**src/rtl/pdes_sim_ctrl_pkg.sv**
```systemverilog
// Shared types for the PDES simulation controller: FSM states and the
// finish status codes reported to the host on rtn_status.
package pdes_sim_ctrl_pkg;

    // Controller phases.
    typedef enum logic [2:0] {
        ST_IDLE     = 3'd0,
        ST_INIT     = 3'd1,
        ST_READY    = 3'd2,
        ST_RUNNING  = 3'd3,
        ST_FINISHED = 3'd4
    } state_t;

    // Reason the last run ended.
    typedef enum logic [1:0] {
        RTN_DONE    = 2'd0,
        RTN_ABORT   = 2'd1,
        RTN_STARVED = 2'd2
    } rtn_status_t;

    // Width of the initial-event counter (NUM_INIT is at most 2**16-1).
    localparam int unsigned INIT_CNT_WID   = 16;
    // Width of the starvation counter.
    localparam int unsigned STARVE_CNT_WID = 32;

endpackage

```
**src/rtl/pdes_sim_ctrl_gvt.sv**
```systemverilog
// GVT unit: takes the minimum of the active-core time and the queue head
// time, keeps gvt monotonic and flags any candidate that would move it back.
module pdes_gvt_unit #(
    parameter int unsigned TIME_WID = 16
) (
    input  logic                clk,
    input  logic                reset,
    input  logic                clear,
    input  logic                update_en,
    input  logic [TIME_WID-1:0] min_time,
    input  logic                min_time_vld,
    input  logic [TIME_WID-1:0] head_time,
    input  logic                head_vld,
    output logic [TIME_WID-1:0] gvt,
    output logic                gvt_err
);

    logic [TIME_WID-1:0] cand;
    logic                cand_vld;

    // Candidate is the smaller of whichever time sources are valid.
    always_comb begin
        cand     = '0;
        cand_vld = 1'b0;
        if (min_time_vld && head_vld) begin
            cand_vld = 1'b1;
            cand     = (min_time < head_time) ? min_time : head_time;
        end else if (min_time_vld) begin
            cand_vld = 1'b1;
            cand     = min_time;
        end else if (head_vld) begin
            cand_vld = 1'b1;
            cand     = head_time;
        end
    end

    // gvt only advances; a smaller candidate holds gvt and sets the sticky error.
    always_ff @(posedge clk) begin
        if (reset || clear) begin
            gvt     <= '0;
            gvt_err <= 1'b0;
        end else if (update_en && cand_vld) begin
            if (cand < gvt) begin
                gvt_err <= 1'b1;
            end else begin
                gvt <= cand;
            end
        end
    end

endmodule

```
**src/rtl/pdes_sim_ctrl.sv**
```systemverilog
// PDES simulation controller: sequences a run, injects the initial events,
// arbitrates enqueue of core results against dispatch to idle cores, and
// ends the run on end time, abort or starvation.
module pdes_sim_ctrl
    import pdes_sim_ctrl_pkg::*;
#(
    parameter int unsigned TIME_WID     = 16,
    parameter int unsigned NB_LPID      = 5,
    parameter int unsigned MSG_WID      = 32,
    parameter int unsigned NUM_INIT     = 16,
    parameter int unsigned SIMUL_ENQDEQ = 0,
    parameter int unsigned STARVE_CYC   = 1024
) (
    input  logic                clk,
    input  logic                reset,
    input  logic                start,
    input  logic                abort,
    input  logic [TIME_WID-1:0] end_time,
    input  logic                rcv_vld,
    input  logic [MSG_WID-1:0]  rcv_msg,
    output logic                rcv_ack,
    input  logic                core_avail,
    output logic                disp_vld,
    input  logic                q_full,
    input  logic                q_empty,
    input  logic [MSG_WID-1:0]  q_head,
    output logic                q_enq,
    output logic                q_deq,
    output logic [MSG_WID-1:0]  q_inp,
    input  logic [TIME_WID-1:0] min_time,
    input  logic                min_time_vld,
    output logic [TIME_WID-1:0] gvt,
    output logic                rtn_vld,
    output logic [1:0]          rtn_status,
    output logic                gvt_err,
    output logic                busy
);

    localparam int unsigned CANCEL_BIT = TIME_WID + NB_LPID;
    localparam logic [INIT_CNT_WID-1:0]   INIT_LAST  = INIT_CNT_WID'(NUM_INIT - 1);
    localparam logic [STARVE_CNT_WID-1:0] STARVE_LIM = STARVE_CNT_WID'(STARVE_CYC);

    state_t                    state_q, state_d;
    rtn_status_t               rtn_status_q, fin_status;
    logic                      fin_set;
    logic [INIT_CNT_WID-1:0]   init_cnt_q;
    logic [STARVE_CNT_WID-1:0] starve_cnt_q;
    logic [TIME_WID-1:0]       end_time_q;
    logic [MSG_WID-1:0]        init_msg;
    logic                      init_accept;
    logic                      run_start;
    logic                      rcv_is_null;
    logic                      starve_cond;
    logic                      starved;
    logic                      unused_q_head;

    // Only the timestamp of the queue head feeds the GVT.
    assign unused_q_head = ^q_head[MSG_WID-1:TIME_WID];

    assign run_start   = (state_q == ST_IDLE) && start;
    assign init_accept = (state_q == ST_INIT) && !q_full;
    assign rcv_is_null = rcv_msg[CANCEL_BIT]
                         && (rcv_msg[TIME_WID +: NB_LPID] == '0)
                         && (rcv_msg[TIME_WID-1:0] == '0);
    assign starve_cond = q_empty && !min_time_vld && !rcv_vld;
    assign starved     = (STARVE_CYC != 0) && (starve_cnt_q == STARVE_LIM);

    // Initial event: cancel=0, lp from the injection counter, time 0.
    always_comb begin
        init_msg = '0;
        init_msg[TIME_WID +: NB_LPID] = init_cnt_q[NB_LPID-1:0];
    end

    // Next-state logic; abort takes priority over any normal finish.
    always_comb begin
        state_d    = state_q;
        fin_status = RTN_DONE;
        fin_set    = 1'b0;
        case (state_q)
            ST_IDLE: begin
                if (start) state_d = ST_INIT;
            end
            ST_INIT: begin
                if (abort) begin
                    state_d = ST_FINISHED; fin_status = RTN_ABORT; fin_set = 1'b1;
                end else if (init_accept && (init_cnt_q == INIT_LAST)) begin
                    state_d = ST_READY;
                end
            end
            ST_READY: begin
                if (abort) begin
                    state_d = ST_FINISHED; fin_status = RTN_ABORT; fin_set = 1'b1;
                end else begin
                    state_d = ST_RUNNING;
                end
            end
            ST_RUNNING: begin
                if (abort) begin
                    state_d = ST_FINISHED; fin_status = RTN_ABORT; fin_set = 1'b1;
                end else if (gvt > end_time_q) begin
                    state_d = ST_FINISHED; fin_status = RTN_DONE; fin_set = 1'b1;
                end else if (starved) begin
                    state_d = ST_FINISHED; fin_status = RTN_STARVED; fin_set = 1'b1;
                end
            end
            ST_FINISHED: state_d = ST_IDLE;
            default:     state_d = ST_IDLE;
        endcase
    end

    // Queue strobes; reset squashes them in the same cycle it is asserted.
    always_comb begin
        rcv_ack = 1'b0;
        q_enq   = 1'b0;
        q_deq   = 1'b0;
        if (!reset) begin
            if (state_q == ST_INIT) begin
                q_enq = !q_full;
            end else if (state_q == ST_RUNNING) begin
                rcv_ack = rcv_vld && !q_full;
                q_enq   = rcv_ack && !rcv_is_null;
                if (SIMUL_ENQDEQ != 0) q_deq = !q_empty && core_avail;
                else                   q_deq = !rcv_ack && !q_empty && core_avail;
            end
        end
    end

    assign disp_vld   = q_deq;
    assign q_inp      = (state_q == ST_INIT) ? init_msg : rcv_msg;
    assign rtn_vld    = (state_q == ST_FINISHED);
    assign rtn_status = rtn_status_q;
    assign busy       = (state_q != ST_IDLE);

    // State, run parameters, counters and finish status.
    always_ff @(posedge clk) begin
        if (reset) begin
            state_q      <= ST_IDLE;
            init_cnt_q   <= '0;
            starve_cnt_q <= '0;
            end_time_q   <= '0;
            rtn_status_q <= RTN_DONE;
        end else begin
            state_q <= state_d;
            if (run_start) begin
                end_time_q   <= end_time;
                init_cnt_q   <= '0;
                rtn_status_q <= RTN_DONE;
            end else if (init_accept) begin
                init_cnt_q <= init_cnt_q + 1'b1;
            end
            if ((state_q == ST_RUNNING) && starve_cond) begin
                if (starve_cnt_q != STARVE_LIM) starve_cnt_q <= starve_cnt_q + 1'b1;
            end else begin
                starve_cnt_q <= '0;
            end
            if (fin_set) rtn_status_q <= fin_status;
        end
    end

    pdes_gvt_unit #(
        .TIME_WID (TIME_WID)
    ) u_gvt (
        .clk          (clk),
        .reset        (reset),
        .clear        (run_start),
        .update_en    (state_q == ST_RUNNING),
        .min_time     (min_time),
        .min_time_vld (min_time_vld),
        .head_time    (q_head[TIME_WID-1:0]),
        .head_vld     (!q_empty),
        .gvt          (gvt),
        .gvt_err      (gvt_err)
    );

endmodule

```
**config.mk**
```make
export PLATFORM = sky130hd
export DESIGN_NAME = pdes_sim_ctrl
export DESIGN_NICKNAME = d
export VERILOG_FILES = /design/src/rtl/pdes_sim_ctrl_pkg.sv /design/src/rtl/pdes_sim_ctrl_gvt.sv /design/src/rtl/pdes_sim_ctrl.sv
export SDC_FILE = /design/constraint.sdc
export NUM_CORES = 1
export LEC_CHECK = 0
export BUFFER_PORTS_ARGS = -buffer_cell sky130_fd_sc_hd__buf_2
export CORE_MARGIN = 2
export CORE_UTILIZATION = 30
export CTS_CLUSTER_DIAMETER = 60
export DETAILED_ROUTE_END_ITERATION = 10
export PLACE_DENSITY = 0.56
export SKIP_LAST_GASP = 1
export SYNTH_ARGS = -nofsm -noshare
export SYNTH_HDL_FRONTEND = slang
export SYNTH_HIERARCHICAL = 1
export SYNTH_SLANG_ARGS = --single-unit
```
**constraint.sdc**
```tcl
create_clock -name clk -period 5.79 [get_ports clk]
set_clock_uncertainty 0.05 [all_clocks]
set_input_delay 1.158 -clock clk [delete_from_list [all_inputs] [get_ports clk]]
set_output_delay 1.158 -clock clk [all_outputs]
set_load 0.03 [all_outputs]
```
==> results of run 1 <==
==> layout make-up <==
| class | count | area [µm²] | share of cell area |
|---|---|---|---|
| timing repair buffer | 146 | 733 | 0.110 |
| clock inverter | 5 | 35.0 | 0.00527 |
| sequential | 86 | 1720 | 0.259 |
| inverter | 59 | 221 | 0.0333 |
| clock buffer | 11 | 243 | 0.0365 |
| tap | 229 | 287 | 0.0431 |
| multi-input combinational | 524 | 3410 | 0.513 |
==> cells by family after synthesis <==
group | count (synthesis) | synth area share
buffers and inverters | 84 | 0.0665
XOR/XNOR | 41 | 0.0654
AND/OR/NAND/NOR | 312 | 0.282
multiplexers | 17 | 0.0312
flip-flops | 86 | 0.314
adder cells (fa/ha/maj) | 49 | 0.112
AO/OA/AOI/OAI | 105 | 0.130
==> state kept, by name (all words and copies together), names as in the netlist <==
register and count:
rtn_status 2, starve_cnt_q 32, init_cnt_q 16, u_gvt/gvt 16, u_gvt/gvt_err 1, end_time_q 16
state_q 3
==> cell usage after synthesis (all sizes together) (6+ instances only) <==
master / n
nand2: 117
dfxtp: 86
nor2: 59
inv: 58
ha: 49
a21oi: 41
and2: 31
xor2: 26
o21ai: 22
nand4: 20
nand3: 19
mux2i: 16
nor4: 16
a22o: 15
xnor2: 15
clkbuf: 14
buf: 11
and3: 9
nor3: 8
and4: 6
or3: 6
==> per-stage QoR <==
step	hold slack, ps	util	setup WS, ps	cell area (µm²)
3_5_place_dp	397	0.355	603	6370
4_1_cts	406	0.370	968	6650
5_1_grt	428	0.370	610	6650
2_1_floorplan	386	-	1160	5490
3_3_place_gp	393	0.355	608	6370
6_report	406	0.370	877	6650
==> routing by layer <==
| layer | routed length (µm) | vias up | global-route usage | part of all wire |
|---|---|---|---|---|
| met4 | 149 | 2 | 0.0362 | 0.011 |
| met3 | 510 | 12 | 0.0358 | 0.036 |
| li1 | - | 2644 | - | - |
| met2 | 6460 | 64 | 0.232 | 0.46 |
| met5 | 13 | - | 0 | 0.00092 |
| met1 | 6970 | 2260 | 0.192 | 0.49 |
==> worst paths after layout <==
check                  endpoint  cells after the start  slack (ps)
setup / recovery  u_gvt/gvt[11]                     16         880
hold / removal    end_time_q[1]                      2         410
setup reg to reg  u_gvt/gvt_err                      6        2170
hold reg to reg   end_time_q[1]                      2         410
==> power groups by stage <==
| stage | registers, mW | logic [mW] | clock network (mW) |
|---|---|---|---|
| CTS | 0.617 | 0.337 | 0.565 |
| global placement | 0.630 | 0.334 | 0 |
| detailed placement | 0.630 | 0.335 | 0 |
| finish | 0.617 | 0.334 | 0.542 |
| global route | 0.618 | 0.371 | 0.589 |
| floorplan | 0.625 | 0.236 | 0 |
==> critical path, stage by stage <==
cell      delay [ps]
buf_2             90
inv_1             40
ha_1             310
nand4_1          140
a211oi_1         420
nand2b_1         110
o22a_1           420
a22o_1           360
ha_1             320
nand2_1           90
nor3_1           430
o21ai_1          160
nand2_1          100
nand2_1          110
a31oi_4          610
mux2i_1          270
==> summary.md, run 1 <==
| Metric | Value |
|---|---|
| Total power | `1.49 mW` |
| Root buf cell | `clkbuf_16` |
| Cts repair resizes | `0` |
| Number of CTS-inserted buffers | `9` |
| GRT Util Overall | `0.144` |
| Total negative slack | `0 ps` |
| Commonest non-fill, non-tap cell in the layout | `buf_2` |
| Clock Path Buffers | `2` |
| Tmin final | `4910 ps` |
| GRT Residual Overflow | `0` |
| Slew headroom | `0.246` |
| Mean Syn Cell Area | `7.91 µm²` |
| Buffers on Ports | `145` |
| Actual slew at the worst max-slew pin | `1130 ps` |
| Yosys top cell by area | `dfxtp_1` |
| Prevailing post-synth register cell | `dfxtp_1` |
| CP required | `~6000 ps` |
| Status | `finished clean` |
| Worst setup path class | `input pin to register` |
| Vias | `4982` |
| Largest net degree at the start of global routing | `36` |
| Layout cell share with drive strength beyond 1 | `0.209` |
| Combinational fraction of design power | `0.224` |
| Post-synth EDFFs | `0` |
| Synth area leaders | `dfxtp_1, ha_1, nand2_1, xor2_1, nor2_1` |
| H-tree depth | `3` |
| RSZ-0062 raised after global routing | `no` |
| Netlist Area Pre-Place | `0.00549 mm²` |
| DR vias/cell | `around 4.7` |
| Die height | `139 µm` |
| Nets | `between 900 and 1000` |
| Crit. Startpoint | `q_head[14]` |
| Switching Fraction | `0.312` |
| P_leak | `2.83 nW` |
| Yosys cell types | `58` |
| Top-area cell type share of the netlist area | `0.314` |
| Global placement routability congestion | `around 0.83` |
| Initial antenna violation count | `1` |
| Final ANT Viol Nets | `0` |
| Placed cell count | `1044` |
| Wirelength per Cell | `13.3 µm` |
| Sequential share of the synthesized area | `0.314` |
| CP arrival | `5130 ps` |
| Clk network pwr share | `0.363` |
| Hold path start | `end_time_q[1]` |
| P_int | `1.03 mW` |
| Commonest non-fill, non-tap cells in the layout | `buf_2, nand2_1, dfxtp_1` |
| Async SR Flop Fraction | `0` |
| Endpoints failing hold | `0` |
| I/O pin cnt | `162` |
| Vias in the first global route | `4619` |
| Worst R2R Start | `state_q[2]` |
| HPWL after DPL | `roughly 11000 µm` |
| Peak supply drop | `roughly 0.00014 V` |
| Max-slew violations | `0` |
| Ant diodes | `0` |
| Setup violators final | `0` |
| Cell row count | `49` |
| FF+latch count, synth | `86` |
| Hold crit path type | `register to register` |
| Kind of end point of the critical path | `register` |
| Fin cells | `1060` |
| Fmax | `204 MHz` |
| Chip width | `139 µm` |
| First-pass GRT wire length | `22900 µm` |
| Worst setup SP type | `input pin` |
| Initial DRT Pass Iterations | `4` |
| Yosys warns | `6` |
| Filler Cell Count | `~1900` |
| Routed WL | `~14000 µm` |
| Iteration-0 DRC Markers | `206` |
| CTS Hold Bufs | `0` |
| P per Cell Area | `225 mW/mm²` |
| DIE AREA | `0.0194 mm²` |
| Fin crit share | `0.848` |
| CTS tree | `built` |
| DRC | `0` |
| Clock slew at reported path FFs | `60 ps` |
| Core area | `0.0180 mm²` |
| Num Clock Sinks | `86` |
| Max cap viols | `0` |
| Synth-to-layout area growth | `21.1%` |
| Syn nets | `848` |
| Psw | `0.465 mW` |
| Post CTS Setup Buffer Count | `0` |
| Initial Util | `0.306` |
| Share of power burned in registers | `0.413` |
| Critical path peak fanout | `16` |
| Clk_lat worst skew | `350 ps` |
| Mapped Cells | `694` |
No activity file was read; power rests on OpenSTA's default activity.
==> run 2: changes to the inputs <==
--- a/config.mk
+++ b/config.mk
@@ -5,12 +5,13 @@
 export SDC_FILE = /design/constraint.sdc
 export NUM_CORES = 1
 export LEC_CHECK = 0
+export ABC_AREA = 1
 export BUFFER_PORTS_ARGS = -buffer_cell sky130_fd_sc_hd__buf_2
 export CORE_MARGIN = 2
 export CORE_UTILIZATION = 30
 export CTS_CLUSTER_DIAMETER = 60
 export DETAILED_ROUTE_END_ITERATION = 10
-export PLACE_DENSITY = 0.56
+export PLACE_DENSITY = 0.57
 export SKIP_LAST_GASP = 1
 export SYNTH_ARGS = -nofsm -noshare
 export SYNTH_HDL_FRONTEND = slang
==> constraint.sdc (replaced) <==
create_clock -name clk -period 4.25 [get_ports clk]
set_clock_uncertainty 0.05 [all_clocks]
set_input_delay 0.85 -clock clk [delete_from_list [all_inputs] [get_ports clk]]
set_output_delay 0.85 -clock clk [all_outputs]
set_load 0.03 [all_outputs]
==> summary.md, run 2 <==
| Metric | Value |
|---|---|
| Status | `finished clean` |
| Synth cell count leaders | `inv_1, nand2_1, a21oi_1` |
| CP required | `4430 ps (-1580 ps)` |
| Tmin final | `3680 ps` |
| I/O pin cnt | `162 (unchanged)` |
| Cts repair resizes | `0 (unchanged)` |
| Cell row count | `52 (+6.1%)` |
| Reg2reg path depth | `8 (+2)` |
| Max cap viols | `0 (unchanged)` |
| Clock Path Buffers | `2 (unchanged)` |
| Crit. Startpoint | `q_head[15]` |
| Global placement routability congestion | `0.790 (-4.5%)` |
| Post-synth EDFFs | `0 (unchanged)` |
| Synth-to-layout area growth | `20.8%` |
| Yosys warns | `6 (unchanged)` |
| Initial antenna violation count | `2 (+1)` |
| DRC | `0 (unchanged)` |
| Total negative slack | `0 ps (unchanged)` |
| Clk_lat worst skew | `330 ps (-20 ps)` |
| Sequential share of the synthesized area | `0.280 (-0.0339)` |
| DR vias/cell | `4.57 (-2.9%)` |
| Yosys cell types | `42 (-28%)` |
| GRT Residual Overflow | `0 (unchanged)` |
| Critical path cell sequence | `buf_2 > inv_1 > ha_1 > nand4_1 > a21oi_1 > nor2_2 > nand2_4 > clkinv_1 > nand2_1 > a31oi_1 > ha_1 > a21oi_1 > nor2_1 > a2111oi_4 > nand2_4 > a21oi_1 > nor2_1` |
| Critical Path End | `u_gvt/gvt[12]` |
| Fin crit share | `0.865` |
| Largest net degree at the start of global routing | `34 (-5.6%)` |
| Worst setup path class | `input pin to register` |
| Buffers on Ports | `145 (unchanged)` |
| Worst setup SP type | `input pin` |
| Slew headroom | `0.251 (+0.00489)` |
| Hold crit path type | `register to register` |
| Post CTS Setup Buffer Count | `0 (unchanged)` |
| Max FFs per register | `32 (unchanged)` |
| CTS Hold Bufs | `0 (unchanged)` |
| Post-route cell area | `0.00744 mm² (+12%)` |
| Wirelength per Cell | `11.5 µm (-13%)` |
| Vias in the first global route | `5826 (+26%)` |
| Actual slew at the worst max-slew pin | `1120 ps (-10.3 ps)` |
| Routed WL | `15800 µm (+12%)` |
| Commonest non-fill, non-tap cell in the layout | `inv_1` |
| Slowest CP cell | `a2111oi_4` |
| Root buf cell | `clkbuf_16` |
| P_leak | `3.54 nW (+25%)` |
| Die height | `147 µm (+5.7%)` |
| Worst hold path depth | `2 (unchanged)` |
| Mean Syn Cell Area | `6.45 µm² (-18%)` |
| Layout cell share with drive strength beyond 1 | `0.195 (-0.0140)` |
| Async SR Flop Fraction | `0 (unchanged)` |
| FF-to-FF setup slack | `2110 ps (-60 ps)` |
| Commonest non-fill, non-tap cells in the layout | `inv_1, nand2_1, buf_2` |
| Max incr delay on CP | `370 ps (-240 ps)` |
| Kind of end point of the critical path | `register` |
| Filler Cell Count | `2174 (+14%)` |
| CP arrival | `3860 ps (-1270 ps)` |
| Chip width | `147 µm (+5.7%)` |
| Yosys top cell by area | `dfxtp_1` |
| First-pass GRT wire length | `26400 µm (+15%)` |
| Peak supply drop | `0.000180 V (+29%)` |
| CTS tree | `built` |
| GRT Util Overall | `0.147 (+0.00306)` |
| Initial DRT Pass Iterations | `5 (+1)` |
| Mapped Cells | `954 (+37%)` |
| Critical path peak fanout | `32 (+16)` |
| Crit Reg-Reg Endpoint | `u_gvt/gvt[12]` |
| Number of CTS-inserted buffers | `9 (unchanged)` |
| Most flops, register | `starve_cnt_q` |
| DIE AREA | `0.0217 mm² (+12%)` |
| Fmax | `about 270 MHz` |
| Worst R2R Start | `u_gvt/gvt[13]` |
| P per Cell Area | `291 mW/mm² (+29%)` |
| Placed cell count | `1349 (+29%)` |
| Final ANT Viol Nets | `0 (unchanged)` |
| Initial Util | `0.305 (-0.000432)` |
| Prevailing post-synth register cell | `dfxtp_1` |
| Clock slew at reported path FFs | `60 ps (about the same)` |
| Top-area cell type share of the netlist area | `0.280 (-0.0339)` |
| RSZ-0062 raised after global routing | `no` |
| Max-slew violations | `0 (unchanged)` |
| Setup violators final | `0 (unchanged)` |
| H-tree depth | `3 (unchanged)` |
| Iteration-0 DRC Markers | `196 (-4.9%)` |
| Nets | `1244 (+27%)` |
| HPWL after DPL | `12700 µm (+15%)` |
| Placed Area | `0.00714 mm² (+12%)` |
| FF+latch count, synth | `86 (unchanged)` |
| Vias | `6236 (+25%)` |
| Most used cell, CP | `a21oi_1` |
| Endpoints failing hold | `0 (unchanged)` |
| Fin cells | `1366 (+29%)` |
| Syn nets | `1108 (+31%)` |
| Core area | `0.0202 mm² (+12%)` |
| Num Clock Sinks | `86 (unchanged)` |
| Netlist Area Pre-Place | `0.00616 mm² (+12%)` |
| Most numerous cell in the Yosys netlist | `inv_1` |
| Synth area leaders | `dfxtp_1, inv_1, nand2_1, ha_1, a21oi_1` |
[run 2: changes by cell type after synthesis, moves of 14 or more]
cell / previous run / this run
a21oi_1: 39 / 101
o21ai_0: 17 / 66
and2_1: 31 / 1
a22o_1: 15 / 0
nand3_1: 18 / 33
nand2_1: 116 / 177
xor2_1: 26 / 3
mux2i_1: 16 / 0
nor2_1: 59 / 98
inv_1: 58 / 185
xnor2_1: 15 / 1
[run 2: cell type report]
class	instances	area, µm²	share of cell area
sequential	86	1720	0.232
antenna	1	2.50	0.000337
clock buffer	10	229	0.0308
clock inverter	6	61.3	0.00824
tap	270	338	0.0454
timing repair buffer	152	778	0.105
inverter	193	724	0.0974
multi-input combinational	648	3580	0.482
[run 2: metal layers]
metal,track usage,up-vias,share of wire
li1,-,3340,-
met1,0.176,2775,0.46
met2,0.264,103,0.48
met3,0.0360,16,0.049
met4,0.0332,2,0.011
met5,0,-,0.00082
[run 2: critical path, delay by kind of cell]
family | cells | cell delay (ps)
AO/OA/AOI/OAI | 5 | 1040
AND/OR/NAND/NOR | 7 | 930
adder cells (fa/ha/maj) | 2 | 610
buffers and inverters | 3 | 400
[run 2: report_power, final]
group          total, mW  leakage, nW  internal (mW)  switching [mW]
combinational      0.543         2.70          0.177           0.366
clock              0.782        0.143          0.455           0.327
sequential         0.838        0.697          0.829         0.00836
[run 2: cells by family after synthesis]
kind of cell / share of synthesized area
adder cells (fa/ha/maj): 0.0996
AND/OR/NAND/NOR: 0.304
XOR/XNOR: 0.00569
buffers and inverters: 0.139
flip-flops: 0.280
AO/OA/AOI/OAI: 0.172
[run 2: worst min path at each step]
stage / from / endpoint / slack, ps
finish: end_time_q[4] / end_time_q[4] / 410
global placement: u_gvt/gvt_err / u_gvt/gvt_err / 400
CTS: end_time_q[4] / end_time_q[4] / 410
detailed placement: end_time_q[4] / end_time_q[4] / 400
floorplan: end_time_q[1] / end_time_q[1] / 380
global route: end_time_q[3] / end_time_q[3] / 420
[run 2: metrics by stage]
| stage | setup WS (ps) | hold WS, ps | util | total power [mW] |
|---|---|---|---|---|
| after floorplan | 718 | 383 | - | 1.25 |
| after global placement | 224 | 399 | 0.354 | 1.40 |
| after detailed placement | 213 | 403 | 0.354 | 1.40 |
| after CTS | 561 | 411 | 0.369 | 2.19 |
| after global routing | 88.9 | 425 | 0.369 | 2.29 |
| final | 573 | 408 | 0.369 | 2.16 |
